$ cat config.mk
export PLATFORM = sky130hd
export DESIGN_NAME = conv_ctrl
export DESIGN_NICKNAME = d
export VERILOG_FILES = /design/src/rtl/conv_ctrl.sv
export SDC_FILE = /design/constraint.sdc
export NUM_CORES = 1
export LEC_CHECK = 0
export BUFFER_PORTS_ARGS = -buffer_cell sky130_fd_sc_hd__buf_2
export CELL_PAD_IN_SITES_DETAIL_PLACEMENT = 1
export CELL_PAD_IN_SITES_GLOBAL_PLACEMENT = 2
export CORE_AREA = 2 2 120 122
export CTS_CLUSTER_DIAMETER = 200
export DETAILED_ROUTE_END_ITERATION = 10
export DIE_AREA = 0 0 122 124
export GPL_ROUTABILITY_DRIVEN = 0
export PLACE_DENSITY_LB_ADDON = 0.1
export RECOVER_POWER = 25
export REMOVE_ABC_BUFFERS = 1
export SLEW_MARGIN = 25
export SYNTH_ARGS = -nofsm -noshare
export SYNTH_HDL_FRONTEND = slang
export SYNTH_SLANG_ARGS = --single-unit
$ cat constraint.sdc
create_clock -name clk -period 3.4 [get_ports clk]
set_input_delay 0.51 -clock clk [delete_from_list [all_inputs] [get_ports clk]]
set_output_delay 0.51 -clock clk [all_outputs]
set_load 0.1 [all_outputs]
$ cat src/rtl/conv_ctrl.sv
// conv_ctrl: convolution loop sequencer issuing (oc, pix, ic) operands to a PE array
//
// Ports:
//   clk, rst_n          clock (rising edge), asynchronous active-low reset
//   in_ch, out_ch,      layer configuration, latched in LOAD
//   map_size
//   conv_start          start pulse, honoured only in IDLE
//   conv_done           single-cycle completion pulse
//   out_ch_cnt          output channel currently processed
//   pe_ready            PE array accepts an operand this cycle
//   rd_en               operand issue valid
//   pix_addr, ic_idx    pixel / input-channel index of the current issue
//   acc_clr, acc_last   first / last input channel of the current pixel
//   perf_stall_cnt      RUN cycles with pe_ready low (only with CONV_CTRL_PERF_EN)
//
// Optional feature: define CONV_CTRL_PERF_EN to add the stall counter port.
module conv_ctrl #(
  parameter int PIPE_LAT = 4
) (
  input  logic        clk,
  input  logic        rst_n,
  input  logic [7:0]  in_ch,
  input  logic [7:0]  out_ch,
  input  logic [15:0] map_size,
  input  logic        conv_start,
  output logic        conv_done,
  output logic [7:0]  out_ch_cnt,
  input  logic        pe_ready,
  output logic        rd_en,
  output logic [15:0] pix_addr,
  output logic [7:0]  ic_idx,
  output logic        acc_clr,
  output logic        acc_last
`ifdef CONV_CTRL_PERF_EN
  ,output logic [31:0] perf_stall_cnt
`endif
);
  typedef enum logic [2:0] {IDLE, LOAD, RUN, DRAIN, DONE} state_t;
  localparam logic [3:0] DRAIN_LAST = 4'(PIPE_LAT - 1);
  state_t      state;
  logic [7:0]  in_ch_q, out_ch_q;
  logic [15:0] map_q;
  logic [3:0]  dcnt;
  logic        ic_end, pix_end, oc_end;
  // latched values are nonzero whenever these are used, so the -1 never wraps
  assign ic_end  = ic_idx == in_ch_q - 8'd1;
  assign pix_end = pix_addr == map_q - 16'd1;
  assign oc_end  = out_ch_cnt == out_ch_q - 8'd1;
  always_ff @(posedge clk or negedge rst_n) begin
    if (!rst_n) begin
      state      <= IDLE;
      in_ch_q    <= '0;
      out_ch_q   <= '0;
      map_q      <= '0;
      dcnt       <= '0;
      conv_done  <= 1'b0;
      rd_en      <= 1'b0;
      acc_clr    <= 1'b0;
      acc_last   <= 1'b0;
      pix_addr   <= '0;
      ic_idx     <= '0;
      out_ch_cnt <= '0;
`ifdef CONV_CTRL_PERF_EN
      perf_stall_cnt <= '0;
`endif
    end else begin
      case (state)
        IDLE: if (conv_start) state <= LOAD;
        LOAD: begin
          in_ch_q    <= in_ch;
          out_ch_q   <= out_ch;
          map_q      <= map_size;
          pix_addr   <= '0;
          ic_idx     <= '0;
          out_ch_cnt <= '0;
          dcnt       <= '0;
`ifdef CONV_CTRL_PERF_EN
          perf_stall_cnt <= '0;
`endif
          if (in_ch == 8'd0 || out_ch == 8'd0 || map_size == 16'd0) begin
            state     <= DONE;
            conv_done <= 1'b1;
          end else begin
            state    <= RUN;
            rd_en    <= 1'b1;
            acc_clr  <= 1'b1;
            acc_last <= in_ch == 8'd1;
          end
        end
        RUN: begin
`ifdef CONV_CTRL_PERF_EN
          if (!pe_ready) perf_stall_cnt <= perf_stall_cnt + {31'd0, perf_stall_cnt != '1};
`endif
          if (pe_ready) begin
            if (ic_end) begin
              ic_idx   <= '0;
              acc_clr  <= !pix_end;
              acc_last <= !pix_end && in_ch_q == 8'd1;
              if (pix_end) begin
                state <= DRAIN;
                rd_en <= 1'b0;
                dcnt  <= '0;
              end else begin
                pix_addr <= pix_addr + 16'd1;
              end
            end else begin
              ic_idx   <= ic_idx + 8'd1;
              acc_clr  <= 1'b0;
              acc_last <= ic_idx + 8'd1 == in_ch_q - 8'd1;
            end
          end
        end
        DRAIN: begin
          dcnt <= dcnt + 4'd1;
          if (dcnt == DRAIN_LAST) begin
            if (oc_end) begin
              state     <= DONE;
              conv_done <= 1'b1;
            end else begin
              state      <= RUN;
              out_ch_cnt <= out_ch_cnt + 8'd1;
              pix_addr   <= '0;
              ic_idx     <= '0;
              rd_en      <= 1'b1;
              acc_clr    <= 1'b1;
              acc_last   <= in_ch_q == 8'd1;
            end
          end
        end
        DONE: begin
          conv_done <= 1'b0;
          state     <= IDLE;
        end
        default: state <= IDLE;
      endcase
    end
  end
endmodule

==> insert_results.sql <==
INSERT INTO impl_metrics (metric_group, metric, value, unit) VALUES
('setup_path', 'path_buf_inv', '0', ''),
('global_route', 'global_route.overflow_total', '0', ''),
('finish', 'drive_above_1_share', '23.9', '%'),
('timing', 'period_share', '93.5', '%'),
('synth', 'postSynth.topFlopCell', 'dfrtp_1', ''),
('clock_tree', 'cts.repair_timing.setup_buffer_count', '0', ''),
('power_and_ir_drop', 'static-leakage-power', '2.54', 'nW'),
('route', 'detail_route.drc_violations', '0', ''),
('route', 'drt_pass_1_iters', '4', ''),
('place', 'place.port_buffers', '71', ''),
('timing', 'maxSlewViolCount', '76', ''),
('setup_path', 'worst_ep_arrival_time', '3.40', 'ns'),
('setup_path', 'category_of_the_worst_setup_path_launch_point', 'flip-flop', ''),
('job', 'maxCapViolCount', '1', ''),
('route', 'first_iter_violations', '185', ''),
('synth', 'synth-edff-count', '0', ''),
('setup_path', 'timing.rr.end', 'acc_last', ''),
('timing', 'final-setup-viol-count', '0', ''),
('timing', 'clock.fmax', '315', 'MHz'),
('status', 'violations_in_the_final_reports', 'capacitance limit, slew limit', ''),
('route', 'avgViaCountPerCell', '5.52', ''),
('clock_tree', 'cts_made_buffers', '9', ''),
('die', 'initial_core_util', '35.8', '%'),
('timing', 'rsz0062_at_grt', 'false', ''),
('clock_tree', 'post_cts_resized', '0', ''),
('setup_path', 'timing.critical_path.to_type', 'flip-flop', ''),
('finish', 'area_delta_synth_final', '17.8', '%'),
('power_and_ir_drop', 'power.internal', '2.66', 'mW'),
('status', 'outcome', 'finished, violations left', ''),
('clock_tree', 'tritoncts', 'yes', ''),
('place', 'place_worst_setup_slack', '0.220', 'ns'),
('die', 'die_height', '124', 'um'),
('global_route', 'grt_start_max_net_pins', '76', ''),
('synth', 'yosys_warnings', '0', ''),
('global_route', 'first_global_vias', '4468', ''),
('clock_tree', 'clock_insertion_delay_at_the_later_pin_of_the_skew_report', '0.34', 'ns'),
('finish', 'filler_cell_count', '1642', ''),
('route', 'postRouteAntennaNets', '0', ''),
('setup_path', 'path_cells', 'or4_1 -> or4_1 -> a311oi_1 -> o2111a_2 -> nor4b_1 -> or3_1 -> mux2_4', ''),
('global_route', 'antenna_found_initial', '0', ''),
('setup_path', 'crit_path_max_fanout', '9', ''),
('setup_path', 'crit_path_max_incr_delay', '0.68', 'ns'),
('timing', 'worstMarginPinSlew', '1.98', 'ns'),
('finish', 'nNetsFinal', '642', ''),
('timing', 'worst_max_slew_margin_expressed_relative_to_the_limit', '-31.7', '%'),
('route', 'routed_wire_length_per_instance', '18.3', 'um'),
('finish', 'final_cell_mix', '75 x dfrtp_1, 70 x buf_2, 47 x nand2_1', ''),
('setup_path', 'cp_data_required_time', '3.62', 'ns'),
('timing', 'worst_clock_skew', '0.00825', 'ns'),
('synth', 'yosys_register_bits', '75', ''),
('setup_path', 'r2r_slack', '0.22', 'ns'),
('setup_path', 'crit_family', 'simple AND/OR/NAND/NOR gates', ''),
('power_and_ir_drop', 'p_sw', '2.18', 'mW'),
('setup_path', 'timing_worst_setup_path_type', 'reg2reg', ''),
('timing', 'final_min_period', '3.18', 'ns'),
('route', 'vias', '4321', ''),
('power_and_ir_drop', 'cellPowerDensity', '835', 'mW/mm^2'),
('setup_path', 'reg2reg_from', 'map_q[3]', ''),
('die', 'row_count', '43', ''),
('power_and_ir_drop', 'power.share.sequential', '31.6', '%'),
('global_route', 'global_route_wire_length_before_repair', '23600', 'um'),
('die', 'core_area', '0.0137', 'mm^2'),
('timing', 'hold_viol', '0', ''),
('power_and_ir_drop', 'finalPower', '4.84', 'mW'),
('synth', 'ys_types', '72', ''),
('synth', 'syn-instance-count', '524', ''),
('place', 'detailedPlacementHpwl', '10700', 'um'),
('finish', 'antennaDiodeCount', '0', ''),
('hold_path', 'hold_path_startpoint', 'map_size[1]', ''),
('power_and_ir_drop', 'net_sw_share', '45.0', '%'),
('setup_path', 'critPathSlowestCell', 'or4_1', '');
-- sequential cells by signal, indices dropped and copies added, names as in the netlist --
register / flops
map_q: 16
state: 3
out_ch_cnt: 8
conv_done: 1
in_ch_q: 8
acc_last: 1
dcnt: 4
ic_idx: 8
out_ch_q: 8
acc_clr: 1
rd_en: 1
pix_addr: 16
-- worst max path at each step --
| stage | to | slack, ns | depth (start not counted) | from |
|---|---|---|---|---|
| floorplan | acc_last | -0.05 | 6 | state[2] |
| global placement | acc_last | 0.30 | 7 | map_q[3] |
| detailed placement | pix_addr[14] | 0.22 | 12 | map_q[1] |
| CTS | pix_addr[11] | 0.20 | 12 | map_q[1] |
| global route | pix_addr[9] | 0.06 | 8 | map_q[3] |
| finish | acc_last | 0.22 | 7 | map_q[3] |
-- final cells by class --
type / count / area, um^2 / share of cell area [%]
Inverter: 14 / 52.6 / 0.908
Tap cell: 180 / 225 / 3.89
Clock buffer: 11 / 243 / 4.19
Sequential cell: 75 / 1880 / 32.4
Clock inverter: 5 / 28.8 / 0.497
Timing Repair Buffer: 87 / 488 / 8.43
Multi-Input combinational cell: 411 / 2870 / 49.7
-- power groups by stage --
stage               Sequential [mW]  Combinational (mW)  Clock (mW)
global placement               1.53                2.36           0
detailed placement             1.55                2.41           0
floorplan                      1.66                1.55           0
finish                         1.53                2.40       0.905
global route                   1.58                2.67       0.966
CTS                            1.53                2.43       0.929
-- metrics by stage --
step	std cells	hold slack [ns]	setup TNS (ns)	area, um^2
floorplan	500	0.214	-0.0509	4790
global placement	767	0.511	0	5510
detailed placement	767	0.525	0	5510
CTS	783	0.391	0	5780
global route	783	0.406	0	5790
finish	783	0.394	0	5790
-- synth_stat cells, drive strengths merged, types with 9 or more instances --
library cell	number	area, um^2
clkbuf	13	48.8
or3	10	67.6
nand3	22	110
nor2	28	108
o21ai	35	175
dfrtp	75	1880
or4	9	67.6
inv	14	52.6
xnor2	25	245
nand4	12	75.1
mux2	27	308
xor2	25	219
nor3	20	105
and3	11	68.8
nor4	16	100
a21oi	18	90.1
buf	11	78.8
o31ai	9	67.6
nand2	47	176
-- metal layers --
metal	routed length, um	track usage [%]	up-vias
met1	6600	26.6	2148
met4	266	6.68	0
met3	459	2.61	19
met5	0	0	-
li1	-	-	2081
met2	7040	33.8	73
-- cell families after synthesis --
| family | count (synthesis) | share of synthesized area (%) |
|---|---|---|
| buffers and inverters | 38 | 3.67 |
| muxes | 31 | 7.08 |
| and+or+nand+nor | 215 | 24.4 |
| AOI/OAI and AO/OA | 104 | 14.1 |
| DFF | 75 | 38.2 |
| adders and majority gates | 9 | 2.24 |
| xor gates and xnor gates | 52 | 10.4 |
-- worst register-to-register path, delay by kind of cell, from the launching register on --
kind / cells / cell delay (ns)
AO/OA/AOI/OAI: 2 / 0.71
flip-flops: 1 / 0.49
multiplexers: 1 / 0.26
AND/OR/NAND/NOR: 4 / 1.61
Note: power is estimated with default switching activity, not from simulation.
